### src/rtl/neuron_accumulator.sv
// neuron_accumulator: sums a frame of N_TERMS signed products into one
// neuron pre-activation value. Valid/ready flow control sits on both sides.
// A completed sum is held until the consumer takes it, and accumulator
// overflow is flagged for the frame being presented.
// Optional feature: define NEURON_ACC_SAT_EN to saturate on overflow
// instead of wrapping.
module neuron_accumulator #(
    parameter int PROD_W  = 26,
    parameter int ACC_W   = 32,
    parameter int N_TERMS = 784,
    parameter int CNT_W   = 10
) (
    input  logic              clk,
    input  logic              GlobalReset,
    input  logic [PROD_W-1:0] ProductPort,
    input  logic              ProductValid,
    output logic              ProductReady,
    input  logic              Clear,
    output logic [ACC_W-1:0]  SumOut,
    output logic              SumValid,
    input  logic              SumReady,
    output logic              Overflow,
    output logic [CNT_W-1:0]  TermCount
);

    typedef enum logic {
        ACCUM = 1'b0,
        HOLD  = 1'b1
    } state_t;

    localparam logic [ACC_W-1:0] ACC_MAX   = {1'b0, {(ACC_W-1){1'b1}}};
    localparam logic [ACC_W-1:0] ACC_MIN   = {1'b1, {(ACC_W-1){1'b0}}};
    localparam logic [CNT_W-1:0] LAST_TERM = CNT_W'(N_TERMS - 1);

    state_t             state_q, state_d;
    logic [ACC_W-1:0]   acc_q, acc_d;
    logic [CNT_W-1:0]   term_count_q, term_count_d;
    logic               sticky_q, sticky_d;
    logic [ACC_W-1:0]   sum_q, sum_d;
    logic               sum_valid_q, sum_valid_d;
    logic               overflow_q, overflow_d;

    logic [ACC_W-1:0]   product_ext;
    logic [ACC_W-1:0]   add_raw;
    logic               add_ovf;
    logic [ACC_W-1:0]   add_result;

    // Sign-extend the incoming product, add it to the running sum and
    // detect signed overflow (equal operand signs, different result sign).
    always_comb begin
        product_ext = ACC_W'($signed(ProductPort));
        add_raw     = acc_q + product_ext;
        add_ovf     = (acc_q[ACC_W-1] == product_ext[ACC_W-1]) &&
                      (add_raw[ACC_W-1] != acc_q[ACC_W-1]);
`ifdef NEURON_ACC_SAT_EN
        if (add_ovf) begin
            add_result = acc_q[ACC_W-1] ? ACC_MIN : ACC_MAX;
        end else begin
            add_result = add_raw;
        end
`else
        add_result = add_raw;
`endif
    end

    // Next-state logic: accumulate in ACCUM, present and hold the sum in HOLD.
    always_comb begin
        state_d      = state_q;
        acc_d        = acc_q;
        term_count_d = term_count_q;
        sticky_d     = sticky_q;
        sum_d        = sum_q;
        sum_valid_d  = sum_valid_q;
        overflow_d   = overflow_q;

        case (state_q)
            ACCUM: begin
                if (Clear) begin
                    acc_d        = '0;
                    term_count_d = '0;
                    sticky_d     = 1'b0;
                end else if (ProductValid) begin
                    if (term_count_q == LAST_TERM) begin
                        sum_d        = add_result;
                        sum_valid_d  = 1'b1;
                        overflow_d   = sticky_q | add_ovf;
                        acc_d        = '0;
                        term_count_d = '0;
                        sticky_d     = 1'b0;
                        state_d      = HOLD;
                    end else begin
                        acc_d        = add_result;
                        term_count_d = term_count_q + CNT_W'(1);
                        sticky_d     = sticky_q | add_ovf;
                    end
                end
            end
            HOLD: begin
                if (SumReady) begin
                    sum_valid_d = 1'b0;
                    overflow_d  = 1'b0;
                    state_d     = ACCUM;
                end
            end
            default: begin
                state_d = ACCUM;
            end
        endcase
    end

    // State and datapath registers; reset discards any partial or pending sum.
    always_ff @(posedge clk or negedge GlobalReset) begin
        if (!GlobalReset) begin
            state_q      <= ACCUM;
            acc_q        <= '0;
            term_count_q <= '0;
            sticky_q     <= 1'b0;
            sum_q        <= '0;
            sum_valid_q  <= 1'b0;
            overflow_q   <= 1'b0;
        end else begin
            state_q      <= state_d;
            acc_q        <= acc_d;
            term_count_q <= term_count_d;
            sticky_q     <= sticky_d;
            sum_q        <= sum_d;
            sum_valid_q  <= sum_valid_d;
            overflow_q   <= overflow_d;
        end
    end

    // Outputs: ready is a pure decode of the state register.
    always_comb begin
        ProductReady = (state_q == ACCUM);
        SumOut       = sum_q;
        SumValid     = sum_valid_q;
        Overflow     = overflow_q;
        TermCount    = term_count_q;
    end

endmodule

### config.mk
export PLATFORM = sky130hd
export DESIGN_NAME = neuron_accumulator
export DESIGN_NICKNAME = d
export VERILOG_FILES = /design/src/rtl/neuron_accumulator.sv
export SDC_FILE = /design/constraint.sdc
export NUM_CORES = 1
export LEC_CHECK = 0
export CORE_ASPECT_RATIO = 0.5
export CORE_MARGIN = 2
export CORE_UTILIZATION = 40
export CTS_BUF_LIST = sky130_fd_sc_hd__clkbuf_8
export CTS_CLUSTER_SIZE = 14
export DETAILED_ROUTE_END_ITERATION = 6
export PLACE_DENSITY = 0.67
export SYNTH_ARGS = -nofsm -noshare
export SYNTH_HDL_FRONTEND = slang
export SYNTH_SLANG_ARGS = --single-unit
### constraint.sdc
create_clock -name clk -period 4.43 [get_ports clk]
set_input_delay 0.886 -clock clk [delete_from_list [all_inputs] [get_ports clk]]
set_output_delay 0.886 -clock clk [all_outputs]
set_load 0.005 [all_outputs]
* After elaboration in Yosys (flattened, before gate mapping)
Cells that the tools add are included.
W data, S select, Z words.
** Storage, ports and cells
- Bits of input ports :: 31
- Bits in registers :: 78
- Word-level logic and storage cells :: 47
** Operators by class
- Bitwise gates (word level) :: 3
- Add/subtract/negate cells :: 2
- Muxes and demuxes :: 23
- Equality and inequality tests :: 7
- Reductions and logical operators :: 5
** Operators with widths (count)
- $mux W32 :: 3
- $add A32 B32 Y32 :: 1
- $mux W10 :: 3
- $mux W1 :: 14
- $add A10 B1 Y10 const B :: 1
- $eq A10 B10 Y1 const B :: 1
- $reduce_and A4 Y1 :: 2
- $ne A2 B2 Y1 const B :: 3
- $pmux W1 S2 :: 3
- $ne A2 B1 Y1 const B :: 1
- $not A1 Y1 :: 2
- $reduce_and A2 Y1 :: 1
- $reduce_bool A2 Y1 :: 1
- $eq A1 B1 Y1 :: 1
- $logic_and A1 B1 Y1 :: 1
- $ne A1 B1 Y1 :: 1
- $or A1 B1 Y1 :: 1

* Longest topological paths before layout
- Depth in word-level cells :: 8
- Gate-level depth with buffers :: 11
- Mapped depth without buffers :: 11

* Least setup slack after synthesis
No wires, ideal clock.
- Kind :: in2reg
- Start :: input port ProductPort[0]
- End :: register sum_q[28] (netlist: SumOut[28])
- Slack :: 1506 ps
- Stages on the path :: 11
- Data arrival time :: 2800 ps
- Cell sequence :: ha_1 inv_1 fa_1 nand2b_1 a21oi_1 o21ai_0 o211ai_1 a31oi_4 o21bai_2 xor2_1 mux2_2
** On the way
- Longest elaborated chain between the ends :: 1
** Ends and longest elaborated chain
- start, declared :: line 15 : input logic [PROD_W-1:0] ProductPort,
- $add A32 B32 Y32 :: line 52 : add_raw = acc_q + product_ext;
- end signal, assigned :: line 126 : sum_q <= sum_d;
- end, declared :: line 39 : logic [ACC_W-1:0] sum_q, sum_d;
No other way between the ends.
A chain may end at the register's enable or synchronous reset.

* Worst setup path in the final report
- Start :: input port ProductPort[25]
- End :: register overflow_q (netlist: Overflow)
** On the way
- Longest elaborated chain between the ends :: 8
** Ends and longest elaborated chain
- $add A32 B32 Y32 :: line 52
- $ne A1 B1 Y1 :: line 54 : (add_raw[ACC_W-1] != acc_q[ACC_W-1]);
- $logic_and A1 B1 Y1 (*) :: line 53 : add_ovf = (acc_q[ACC_W-1] == product_ext[ACC_W-1]) &&
- $or A1 B1 Y1 (*) :: line 86 : overflow_d = sticky_q | add_ovf;
- $mux W1 (*) :: line 83 : if (term_count_q == LAST_TERM) begin
- $mux W1 (*) :: line 82 : end else if (ProductValid) begin
- $mux W1 (*) :: line 78 : if (Clear) begin
- $pmux W1 S2 (*) :: line 76 : case (state_q)
- end signal, assigned :: line 128 : overflow_q <= overflow_d;
- end, declared :: line 41 : logic overflow_q, overflow_d;
Every way passes the cells marked *; elsewhere a longest branch is shown, timed or not. The select of a mux whose other input is x is not followed.

==> results.tsv <==
metric	value	unit
status	complete, no violations	
Post-Syn Nets	531	
synth unique cells	61	
final slew viol count	0	
remaining antenna violation count after routing	0	
GPL Wtd Cong	0.843	
CTS Root Buffer Type	clkbuf_8	
maximum VDD drop	0.138	mV
Hold Buf Count CTS	0	
Final Core Density	50.1	%
clk buf depth	2	
Hold Fails Final Rpt	0	
total gr overflow	0	
IO Pins	76	
number of port buffers	75	
flops & latches, synth	78	
first-pass GRT wire length	18700	microns
cell area after synthesis	4820	sq um
cell area after layout	5900	sq um
Layout area overhead	22.5	%
fin crit share	78.6	%
drt via density	5.44	
relative slew slack	34.0	%
Core ar.	11800	sq um
synth top area cells	dfrtp_1, ha_1, mux2_2	
Power Dens Cells	358	nW/um^2
Wirelength per Cell	15.7	microns
Post-Synthesis Cells	467	
total die area	13000	sq um
dpl hpwl	8110	microns
dominant cell type by area after synthesis	dfrtp_1	
fmax	287	MHz
final wirelength	11100	microns
initial antenna violation count	0	
Initial DRT Pass Iterations	5	
kind of critical path	input port to flip-flop	
reg2reg end	SumOut[20]$_DFFE_PN0P_	
placed insts	689	
die width	159	microns
DP Area	5690	sq um
Max FO, Critical Path	11	
vias in the first global route	3757	
top cell type's share of synthesized area	40.5	%
share of cells above drive strength 1	13.5	%
critical path required time	4.70	ns
Clk Latency, worst-skew pair	0.37	ns
dominant synthesized flop cell	dfrtp_1	
largest net degree at the start of global routing	79	
CP endpoint kind	flip-flop	
Reg2Reg Depth	6	
Setup TNS	0	ns
Initial Util	40.9	%
Max Cap Violations	0	
sequential share of the synthesized area	40.5	%
Period minus WS final	3.48	ns
Final setup viols	0	
Ys Warns	0	
Post-synth EDFFs	0	
CTS tree	done	
clk slew on worst S/H paths	0.08	ns
Worst R2R Start	TermCount[4]$_DFFE_PN0P_	
WP data arrival	3.75	ns
# clock sinks	78	
number of H-tree levels	3	
Post-route DRC	0	
post_cts resized	0	
DR vias	3837	
startpoint types	input port	
Hold/Removal Path Class	flip-flop to flip-flop	
Post-CTS Setup Bufs	0	
LEAKAGE	2.76	nW
R2R Setup Slk	1.67	ns
hold path cells	2	
total track usage	18.1	%
die height	81.6	microns
Slew @ Worst Pin	0.990	ns
Final Skew	0.0102	ns
Min-Delay Endpoint	SumOut[0]$_DFFE_PN0P_	
synthesized area per cell	10.3	sq um
total CTS buffers	9	
min-delay src	SumOut[0]$_DFFE_PN0P_	
async set-reset flop share out of synthesis	100	%
FP Rows	28	
RSZ-0062 raised after global routing	no	
Non-Filler Instances	705	
ant diodes	0	
initial detailed-routing violation count	242	
fin nets	599	
## kinds of logic after synthesis
family,share of synthesized area (%)
compound gates,22.5
simple gates,12.1
flops,40.5
xor+xnor,6.65
fa+ha+maj,8.73
buf+inv,3.04
mux,6.39
## layer usage
metal | GRT usage (%) | share of wire [%]
met5 | 0 | 0
met4 | 4.27 | 0.59
met3 | 4.95 | 5.5
met2 | 27.2 | 42
met1 | 25.9 | 52
## metrics by stage
step / hold WS (ns) / total power (W) / setup WS (ns)
6_report: 0.480 / 0.00211 / 0.949
5_1_grt: 0.531 / 0.00226 / 0.708
4_1_cts: 0.482 / 0.00213 / 0.956
3_5_place_dp: 0.462 / 0.00156 / 0.580
3_3_place_gp: 0.464 / 0.00155 / 0.680
2_1_floorplan: 0.454 / 0.00138 / 1.51
## critical path: stages
cell and delay (ns):
clkdlybuf4s50_1 0.62, ha_1 0.47, a21o_1 0.21, a21oi_1 0.15, inv_1 0.08, a21oi_1 0.22, o21ai_0 0.19, a221oi_4 0.35
mux2_2 0.39, a22oi_1 0.16
## worst max-delay path by stage
stage	from	end	slack, ns	cells after the start
finish	ProductPort[25]	Overflow$_DFFE_PN0P_	0.95	10
global route	ProductPort[25]	Overflow$_DFFE_PN0P_	0.71	10
CTS	ProductPort[25]	Overflow$_DFFE_PN0P_	0.96	10
detailed placement	ProductPort[25]	Overflow$_DFFE_PN0P_	0.58	10
global placement	ProductPort[25]	Overflow$_DFFE_PN0P_	0.68	10
floorplan	ProductPort[0]	SumOut[28]$_DFFE_PN0P_	1.51	11
## flip-flops by register name, indices dropped and copies added, names as in the netlist
name       flops
sticky_q       1
SumValid       1
SumOut        32
acc_q         32
Overflow       1
TermCount     10
state_q        1
## area by class of cell
cell class	instances	area, sq um
fillers	1105	5870
multi-input cells	359	2730
flip-flops and latches	78	1950
repair buffers	79	778
well taps	165	206
clock buffers	10	138
clock inverters	6	70.1
inverters	8	30.0
## Yosys cell counts (all sizes together) (3+ instances only)
cell type and count:
ha 32, o21bai 5, o21ai 26, and3 8
or2 3, a22o 28, a21oi 25, a31oi 7
nand3 13, clkbuf 10, or3 3, nand2 37
o21a 8, inv 8, buf 12, nor2 31
xor2 18, a221oi 3, mux2 27, a21o 17
a211o 3, xnor2 16, o211ai 4, nand4 10
dfrtp 78, nor3 9
## layout by cell type, fill, tap and decap left out, drive strengths merged, types with 9 or more instances in the layout
cell            n
dfrtp          78
clkdlybuf4s50  74
nand2          37
ha             32
nor2           31
a22o           28
mux2           27
o21ai          26
a21oi          25
xor2           18
a21o           17
xnor2          16
nand3          13
nand4          10
clkbuf         10
inv             9
nor3            9
## power by group
| group | internal, W | total [W] | leakage [nW] | switching (W) |
|---|---|---|---|---|
| Combinational | 0.000322 | 0.000735 | 1.59 | 0.000413 |
| Clock | 0.000278 | 0.000563 | 0.0951 | 0.000285 |
| Sequential | 0.000770 | 0.000813 | 1.07 | 0.0000423 |
Power figures use the tool's default switching activity.
